## config.mk

```make
export PLATFORM = sky130hd
export DESIGN_NAME = ofm_drain
export DESIGN_NICKNAME = d
export VERILOG_FILES = /design/src/rtl/ofm_drain_pkg.sv /design/src/rtl/ofm_skid_fifo.sv /design/src/rtl/ofm_drain.sv
export SDC_FILE = /design/constraint.sdc
export NUM_CORES = 1
export LEC_CHECK = 0
export ABC_AREA = 1
export CORE_ASPECT_RATIO = 0.8
export CORE_MARGIN = 8
export CORE_UTILIZATION = 50
export DETAILED_ROUTE_END_ITERATION = 7
export PLACE_DENSITY = 0.86
export SLEW_MARGIN = 15
export SYNTH_ARGS = -nofsm -noshare
export SYNTH_HDL_FRONTEND = slang
export SYNTH_HIERARCHICAL = 1
export SYNTH_SLANG_ARGS = --single-unit
```

## constraint.sdc

```tcl
create_clock -name i_clk -period 7.61 [get_ports i_clk]
set_input_delay 1.522 -clock i_clk [delete_from_list [all_inputs] [get_ports i_clk]]
set_output_delay 1.522 -clock i_clk [all_outputs]
set_load 0.01 [all_outputs]
```

## src/rtl/ofm_drain_pkg.sv

```systemverilog
// Shared types and constants for the OFM drain path: FSM states, skid FIFO
// sizing, and the per-lane clamp helper used when OFM_RELU_EN is defined.
package ofm_drain_pkg;

   typedef enum logic [1:0] {
      ST_IDLE  = 2'd0,
      ST_READ  = 2'd1,
      ST_FLUSH = 2'd2
   } state_t;

   localparam int FIFO_DEPTH = 2;
   localparam int FIFO_CNT_W = 2;
   localparam int LANE_W     = 8;
   localparam int BANK_W     = 2;

   // Clamp one signed lane to zero when negative.
   function automatic logic [LANE_W-1:0] relu_lane(input logic [LANE_W-1:0] lane);
      logic [LANE_W-1:0] res;
      if (lane[LANE_W-1]) begin
         res = {LANE_W{1'b0}};
      end else begin
         res = lane;
      end
      return res;
   endfunction

endpackage

```

## src/rtl/ofm_skid_fifo.sv

```systemverilog
// Two-entry skid FIFO holding word, source bank and last flag. The head entry
// is presented directly, so it stays stable while the consumer stalls.
module ofm_skid_fifo
   import ofm_drain_pkg::*;
#(
   parameter int DATA_W = 32
) (
   input  logic                  i_clk,
   input  logic                  i_rst,
   input  logic                  i_push,
   input  logic [DATA_W-1:0]     i_push_data,
   input  logic [BANK_W-1:0]     i_push_bank,
   input  logic                  i_push_last,
   input  logic                  i_pop,
   output logic [DATA_W-1:0]     o_data,
   output logic [BANK_W-1:0]     o_bank,
   output logic                  o_last,
   output logic                  o_valid,
   output logic [FIFO_CNT_W-1:0] o_count
);

   localparam int ENT_W = DATA_W + BANK_W + 1;

   logic [ENT_W-1:0]      r_mem [FIFO_DEPTH];
   logic                  r_wr_ptr;
   logic                  r_rd_ptr;
   logic [FIFO_CNT_W-1:0] r_count;
   logic                  w_pop;

   assign w_pop = i_pop && (r_count != {FIFO_CNT_W{1'b0}});

   // Storage, pointers and occupancy; pushing into a full FIFO relies on a same-cycle pop.
   always_ff @(posedge i_clk) begin
      if (i_rst) begin
         for (int i = 0; i < FIFO_DEPTH; i++) begin
            r_mem[i] <= {ENT_W{1'b0}};
         end
         r_wr_ptr <= 1'b0;
         r_rd_ptr <= 1'b0;
         r_count  <= {FIFO_CNT_W{1'b0}};
      end else begin
         if (i_push) begin
            r_mem[r_wr_ptr] <= {i_push_last, i_push_bank, i_push_data};
            r_wr_ptr        <= ~r_wr_ptr;
         end
         if (w_pop) begin
            r_rd_ptr <= ~r_rd_ptr;
         end
         case ({i_push, w_pop})
            2'b10:   r_count <= r_count + FIFO_CNT_W'(1);
            2'b01:   r_count <= r_count - FIFO_CNT_W'(1);
            default: r_count <= r_count;
         endcase
      end
   end

   assign {o_last, o_bank, o_data} = r_mem[r_rd_ptr];
   assign o_valid = (r_count != {FIFO_CNT_W{1'b0}});
   assign o_count = r_count;

endmodule

```

## src/rtl/ofm_drain.sv

```systemverilog
// Drains the OFM banks bank-major, address-ascending, onto a valid/ready stream.
// Define OFM_RELU_EN to clamp negative 8-bit lanes to zero on the way into the FIFO.
module ofm_drain
   import ofm_drain_pkg::*;
#(
   parameter int NUM_BANKS = 4,
   parameter int ADDR_W    = 8,
   parameter int DATA_W    = 32
) (
   input  logic              i_clk,
   input  logic              i_rst,
   input  logic              i_start,
   input  logic [ADDR_W:0]   i_ofm_words,
   output logic [ADDR_W-1:0] o_ofm_rd_addr,
   output logic              o_ofm_rd_en,
   input  logic [DATA_W-1:0] i_ofm_data_0,
   input  logic [DATA_W-1:0] i_ofm_data_1,
   input  logic [DATA_W-1:0] i_ofm_data_2,
   input  logic [DATA_W-1:0] i_ofm_data_3,
   output logic [DATA_W-1:0] o_out_data,
   output logic [BANK_W-1:0] o_out_bank,
   output logic              o_out_last,
   output logic              o_out_valid,
   input  logic              i_out_ready,
   output logic              o_busy,
   output logic              o_done
);

   state_t                r_state;
   state_t                w_state_nxt;
   logic [ADDR_W:0]       r_words;
   logic [ADDR_W-1:0]     r_addr;
   logic [BANK_W-1:0]     r_bank;
   logic                  r_ret_v;
   logic [BANK_W-1:0]     r_ret_bank;
   logic                  r_ret_last;

   logic                  w_issue;
   logic                  w_busy;
   logic                  w_done;
   logic                  w_pop;
   logic                  w_credit_ok;
   logic                  w_last_addr;
   logic                  w_last_bank;
   logic                  w_final_issue;
   logic                  w_drained;
   logic [2:0]            w_occ;
   logic [ADDR_W:0]       w_words_m1;
   logic [FIFO_CNT_W-1:0] w_count;
   logic [DATA_W-1:0]     w_ret_data;
   logic [DATA_W-1:0]     w_push_data;

   assign w_pop       = o_out_valid && i_out_ready;
   // Words already committed to the FIFO after this cycle: stored plus returning minus leaving.
   assign w_occ       = {1'b0, w_count} + {2'b00, r_ret_v} - {2'b00, w_pop};
   assign w_credit_ok = (w_occ < 3'(FIFO_DEPTH));
   assign w_words_m1  = r_words - (ADDR_W+1)'(1);
   assign w_last_addr = ({1'b0, r_addr} == w_words_m1);
   assign w_last_bank = (r_bank == BANK_W'(NUM_BANKS - 1));
   assign w_final_issue = w_issue && w_last_addr && w_last_bank;
   assign w_drained   = (w_count == {FIFO_CNT_W{1'b0}}) && !r_ret_v;

   // FSM state register.
   always_ff @(posedge i_clk) begin
      if (i_rst) begin
         r_state <= ST_IDLE;
      end else begin
         r_state <= w_state_nxt;
      end
   end

   // FSM next-state logic.
   always_comb begin
      w_state_nxt = r_state;
      case (r_state)
         ST_IDLE: begin
            if (i_start) begin
               if (i_ofm_words == {(ADDR_W+1){1'b0}}) begin
                  w_state_nxt = ST_FLUSH;
               end else begin
                  w_state_nxt = ST_READ;
               end
            end else begin
               w_state_nxt = ST_IDLE;
            end
         end
         ST_READ: begin
            if (w_final_issue) begin
               w_state_nxt = ST_FLUSH;
            end else begin
               w_state_nxt = ST_READ;
            end
         end
         ST_FLUSH: begin
            if (w_drained) begin
               w_state_nxt = ST_IDLE;
            end else begin
               w_state_nxt = ST_FLUSH;
            end
         end
         default: w_state_nxt = ST_IDLE;
      endcase
   end

   // FSM outputs.
   always_comb begin
      w_issue = 1'b0;
      w_busy  = 1'b0;
      w_done  = 1'b0;
      case (r_state)
         ST_IDLE: begin
            w_issue = 1'b0;
            w_busy  = 1'b0;
            w_done  = 1'b0;
         end
         ST_READ: begin
            w_issue = w_credit_ok;
            w_busy  = 1'b1;
            w_done  = 1'b0;
         end
         ST_FLUSH: begin
            w_issue = 1'b0;
            w_busy  = 1'b1;
            w_done  = w_drained;
         end
         default: begin
            w_issue = 1'b0;
            w_busy  = 1'b0;
            w_done  = 1'b0;
         end
      endcase
   end

   // Read address/bank counters and the one-cycle return tag pipeline.
   always_ff @(posedge i_clk) begin
      if (i_rst) begin
         r_words    <= {(ADDR_W+1){1'b0}};
         r_addr     <= {ADDR_W{1'b0}};
         r_bank     <= {BANK_W{1'b0}};
         r_ret_v    <= 1'b0;
         r_ret_bank <= {BANK_W{1'b0}};
         r_ret_last <= 1'b0;
      end else begin
         if ((r_state == ST_IDLE) && i_start) begin
            r_words <= i_ofm_words;
            r_addr  <= {ADDR_W{1'b0}};
            r_bank  <= {BANK_W{1'b0}};
         end else if (w_issue && !w_final_issue) begin
            if (w_last_addr) begin
               r_addr <= {ADDR_W{1'b0}};
               r_bank <= r_bank + BANK_W'(1);
            end else begin
               r_addr <= r_addr + ADDR_W'(1);
            end
         end
         r_ret_v    <= w_issue;
         r_ret_bank <= r_bank;
         r_ret_last <= w_final_issue;
      end
   end

   // Select the returning bank's word by the delayed bank tag.
   always_comb begin
      w_ret_data = i_ofm_data_0;
      case (r_ret_bank)
         2'd0:    w_ret_data = i_ofm_data_0;
         2'd1:    w_ret_data = i_ofm_data_1;
         2'd2:    w_ret_data = i_ofm_data_2;
         2'd3:    w_ret_data = i_ofm_data_3;
         default: w_ret_data = i_ofm_data_0;
      endcase
   end

   // Optional lane clamp, applied combinationally ahead of the FIFO write.
   always_comb begin
      w_push_data = w_ret_data;
`ifdef OFM_RELU_EN
      for (int l = 0; l < DATA_W / LANE_W; l++) begin
         w_push_data[l*LANE_W +: LANE_W] = relu_lane(w_ret_data[l*LANE_W +: LANE_W]);
      end
`else
      w_push_data = w_ret_data;
`endif
   end

   ofm_skid_fifo #(
      .DATA_W (DATA_W)
   ) u_fifo (
      .i_clk       (i_clk),
      .i_rst       (i_rst),
      .i_push      (r_ret_v),
      .i_push_data (w_push_data),
      .i_push_bank (r_ret_bank),
      .i_push_last (r_ret_last),
      .i_pop       (w_pop),
      .o_data      (o_out_data),
      .o_bank      (o_out_bank),
      .o_last      (o_out_last),
      .o_valid     (o_out_valid),
      .o_count     (w_count)
   );

   assign o_ofm_rd_addr = r_addr;
   assign o_ofm_rd_en   = w_issue;
   assign o_busy        = w_busy;
   assign o_done        = w_done;

endmodule

```

Word level (Yosys, flattened, before mapping). Memories as Yosys holds them, arrays and structs flattened. A register that Yosys moved wholly into a read port is not among the register bits. Index checks and enable logic that the tools add are counted.

Bits in registers: 29. Input bits: 141. Logic and storage cells: 70. RAM bits: 70. Memories: 1.

Memories: u_fifo.r_mem (words 2, width 35, read ports 1, clocked after Yosys merged registers in 1, write ports 2, RTL line ofm_skid_fifo.sv:24) `logic [ENT_W-1:0] r_mem [FIFO_DEPTH];`.

Eq/ne operators: 9. Reduce and logical (&&, ||, !) cells: 19. Order comparisons: 1. Bitwise operators: 2. $add $sub $neg: 7. Mux-type cells: 21.

Operator list (count): case mux 32 bit (4 select lines) (1); two-way mux 35 bit (1); OR reduction 35 bit (1); two-way mux 1 bit (12); == test 2 bit (second input constant) (5); == test 8 x 9 -> 1 bit (1); logical NOT 9 bit (1); subtractor 9 x 1 -> 9 bit (second input constant) (1); adder 8 x 1 -> 8 bit (second input constant) (1); two-way mux 2 bit (4); two-way mux 8 bit (1); logical AND 1 bit (7); == test 2 x 1 -> 1 bit (second input constant) (3); logical NOT 2 bit (3); case mux 2 bit (3 select lines) (1); adder 2 x 1 -> 2 bit (second input constant) (2); case mux 2 bit (2 select lines) (1); nonzero test 2 bit (2); OR reduction 2 bit (2); adder 2 x 1 -> 3 bit (1); less-than comparator 3 x 2 -> 1 bit (second input constant) (1); subtractor 3 x 1 -> 3 bit (1); logical NOT 1 bit (2); inverter 1 bit (2); 2 further kinds (2).

Depth between registers and ports, before layout.
Depth in word-level cells: 10. Gate-level depth with buffers: 15. Mapped depth without buffers: 15.

Hierarchy. Netlist, hierarchy kept.

By module, submodules not included: ofm_skid_fifo (instances 1, seq. area each 2202.1 um^2, area an instance 3260.6 um^2, cells an instance 258); ofm_drain (instances 1, seq. area each 500.5 um^2, area an instance 2456.1 um^2, cells an instance 452).

Least setup slack after synthesis. Ideal clock, no wire load.

Kind: input to output. Start point: in i_out_ready. End point: out o_ofm_rd_en. Cell stages on the path: 8. Required time: 6.088 ns. Setup slack: 3.017 ns. Path buffers: 1. Data arrival time: 3.071 ns. Cell sequence: nand2_1 > inv_1 > ha_1 > nor2_1 > fa_1 > nor3b_1 > and2_1 > buf_2.

Word-level cells in the longest chain between the ends: 4.

Ends and longest elaborated chain: start: declaration (RTL line ofm_drain.sv:24) `input logic i_out_ready,`; logical AND 1 bit (RTL line ofm_drain.sv:53) `assign w_pop = o_out_valid && i_out_ready;`; via w_pop (RTL line ofm_drain.sv:41) `logic w_pop;`; subtractor 3 x 1 -> 3 bit (RTL line ofm_drain.sv:55) `assign w_occ = {1'b0, w_count} + {2'b00, r_ret_v} - {2'b00, w_pop};`; less-than comparator 3 x 2 -> 1 bit (RTL line ofm_drain.sv:56) `assign w_credit_ok = (w_occ < 3'(FIFO_DEPTH));`; two-way mux 1 bit (RTL line ofm_drain.sv:110) `case (r_state)`; end: declaration (RTL line ofm_drain.sv:15) `output logic o_ofm_rd_en,`.

The timed path passes the listed nets, and every way through them passes these cells.

Final worst setup path. Ends and elaborated chain as after synthesis.

==> reports/metrics.csv <==
metric;value;unit
wl_met1;6980;um
totalWireLength;17200;um
post-route-drc-count;0;
pwr-share-clk;33.9;%
grt_max_degree;38;
p_per_area;164;nW/um^2
ys_seq_area_share;47.3;%
antennaDiodeCount;0;
status;complete, no violations;
timing.critical_path.fanout_max;14;
crit_slowest_cell;clkdlybuf4s50_1;
timing.rr.end;r_bank[1];
clock_path_buffers;2;
ys_ff_latch;100;
fin_util;70.1;%
async_flop_share;0;%
synth_area;5720;um^2
syn-num-nets;861;
route.met2.wl;8350;um
port_buffers;187;
dr.first_iter.drc_count;591;
rsz0062_at_grt;false;
grt_overflow;0;
synth.top_cells.by_area;edfxtp_1 (37%), nand2_1 (14%), dfxtp_1 (11%);
dpl.hpwl;12900;um
synth-main-ff-cell;edfxtp_1;
power.static_leakage;0.00333;uW
clkSinkCount;100;
gp_congestion;0.907;
syn_inst;710;
synth_top_area_share;36.8;%
syn_avg_cell_area;8.05;um^2
fill_cells;832;
ir_worst_vdd;0.109;mV
cp-end-kind;output port;
yosysWarnings;6;
hold_start;r_words[8];
p_seq_share;47.5;%
start_util;50.4;%
grtUsageTotal;22.5;%
comb_power_share;18.6;%
grt_pass1_vias;5277;
cp_common_cell;clkdlybuf4s50_1;
min_period;5840;ps
vias;5434;
sw_frac_of_total;26.2;%
multi_input_area;2510;um^2
rows;35;
final_cells;1042;
firstDrtPassIters;5;
top_layer;met4;
r2r_cells;12;
vias_per_cell;5.21;
synth_largest_area_cell;edfxtp_1;
cp_slowest_stage_delay;670;ps
p_sw;341;uW
cts_setup_buffers;0;
critPathLaunchType;input pin;
setup_viol;0;
maxSlewHeadroom;28.1;%
drv_cap;0;
nNetsFinal;1040;
worst_slew_pin_slew;1080;ps
cp.required;6090;ps
insertion_delay;350;ps
die_y;112;um
cts-resized-gates;0;
die_w;136;um
io_pins;188;
synth_edf_count;70;
intPower;963;uW
drive_above_1_share;9.40;%
clk_pin_slew;70;ps
antenna_found_initial;0;
whs_endpoint;r_words[8];
wl_met3;1250;um
cts_hold_buf;0;
ys_top_cells_by_count;nand2_1 (217), nor2_1 (116), inv_1 (92);
htreeDepth;3;
path_cells;clkdlybuf4s50_1 > nand2_1 > inv_1 > ha_1 > nor2_1 > fa_1 > nor3b_1 > and2_1 > clkdlybuf4s50_1;
fin_worst_skew;6.28;ps
dieArea;15100;um^2
crit_type;in2out;
antenna_left;0;
wire_per_inst;16.6;um
tns;0;ps
dp.cells;1026;
core;11300;um^2
drv_slew;0;
yosysMostFrequentCell;nand2_1;
reg2reg_slack;4620;ps
grt_pass1_wl;27100;um
register_area;2700;um^2
finalCritPeriodShare;76.7;%
fmax;171;MHz
ys_types;35;
worstPathArrival;4310;ps
tritoncts;yes;
cts_buffers;9;
min_path_cells;2;
area_growth;39.2;%
r2r_start;u_fifo/o_count[0];
hold_viol;0;
hold_class;reg2reg;
cts_root_buf;clkbuf_16;
==> critical path: cells and delay by family <==
| family | cells | cell delay [ps] |
|---|---|---|
| adders and majority gates | 2 | 670 |
| buffers and inverters | 3 | 1190 |
| and+or+nand+nor | 4 | 920 |
==> power by group through the flow <==
stage | clock network (uW) | registers [uW] | logic, uW
finish | 442 | 619 | 243
global route | 465 | 622 | 265
CTS | 446 | 619 | 243
detailed placement | 0 | 631 | 239
global placement | 0 | 629 | 235
floorplan | 0 | 627 | 114
==> cell type report <==
type | count | area share [%]
sequential | 100 | 34.0
multi-input combinational | 490 | 31.6
timing repair buffer | 192 | 24.0
inverter | 96 | 4.53
clock buffer | 9 | 2.83
tap | 148 | 2.33
clock inverter | 7 | 0.739
==> stage by stage <==
stage | total power, uW | instance area, um^2 | setup slack, ps | hold WS (ps)
detailed placement | 870 | 7670 | 1810 | 475
global route | 1350 | 7960 | 1650 | 518
floorplan | 741 | 5720 | 3020 | 428
finish | 1300 | 7960 | 1770 | 482
CTS | 1310 | 7960 | 1810 | 491
global placement | 865 | 7670 | 1900 | 458
==> how the worst max path moves through the flow <==
stage,start,endpoint,slack (ps),cells after the start
after floorplan,i_out_ready,o_ofm_rd_en,3020,8
after global placement,i_out_ready,o_ofm_rd_en,1900,9
after detailed placement,i_out_ready,o_ofm_rd_en,1810,9
after CTS,i_out_ready,o_ofm_rd_en,1810,9
after global routing,i_out_ready,o_ofm_rd_en,1650,9
final,i_out_ready,o_ofm_rd_en,1770,9
==> layer usage <==
metal  vias up  track usage, %
li1       2635               -
met1      2522            27.6
met2       230            36.8
met3        47            4.77
met4         0            10.5
met5         -               0
==> kinds of logic after synthesis <==
family / Yosys count / synth area share [%]
buf+inv: 120 / 8.89
fa+ha+maj: 10 / 2.32
xor+xnor: 2 / 0.306
flops: 100 / 47.3
compound gates: 30 / 2.78
simple gates: 413 / 31.3
mux: 35 / 7.16
==> placed cells by master (no fill, tap or decap), drive strengths merged <==
master         count
mux2              35
or2                2
nor3b              1
nand3             16
clkdlybuf4s50    187
o21ai             17
a31oi              1
nor4               1
nor2             123
inv               99
buf                5
dfxtp             30
fa                 1
clkinv             4
and2               2
xor2               1
clkbuf             9
ha                 9
nor3               7
edfxtp            70
nand4             38
nand2            223
xnor2              1
a21oi             12
==> registers in the layout (all words and copies together), names as in the netlist, named ones only <==
signal	flops
o_ofm_rd_addr	8
r_words	9
u_fifo/o_count	2
u_fifo/r_rd_ptr	1
r_ret_v	1
u_fifo/r_mem	70
u_fifo/r_wr_ptr	1
r_bank	2
r_ret_last	1
r_ret_bank	2
r_state	2
Note: power is estimated with default switching activity, not from simulation.
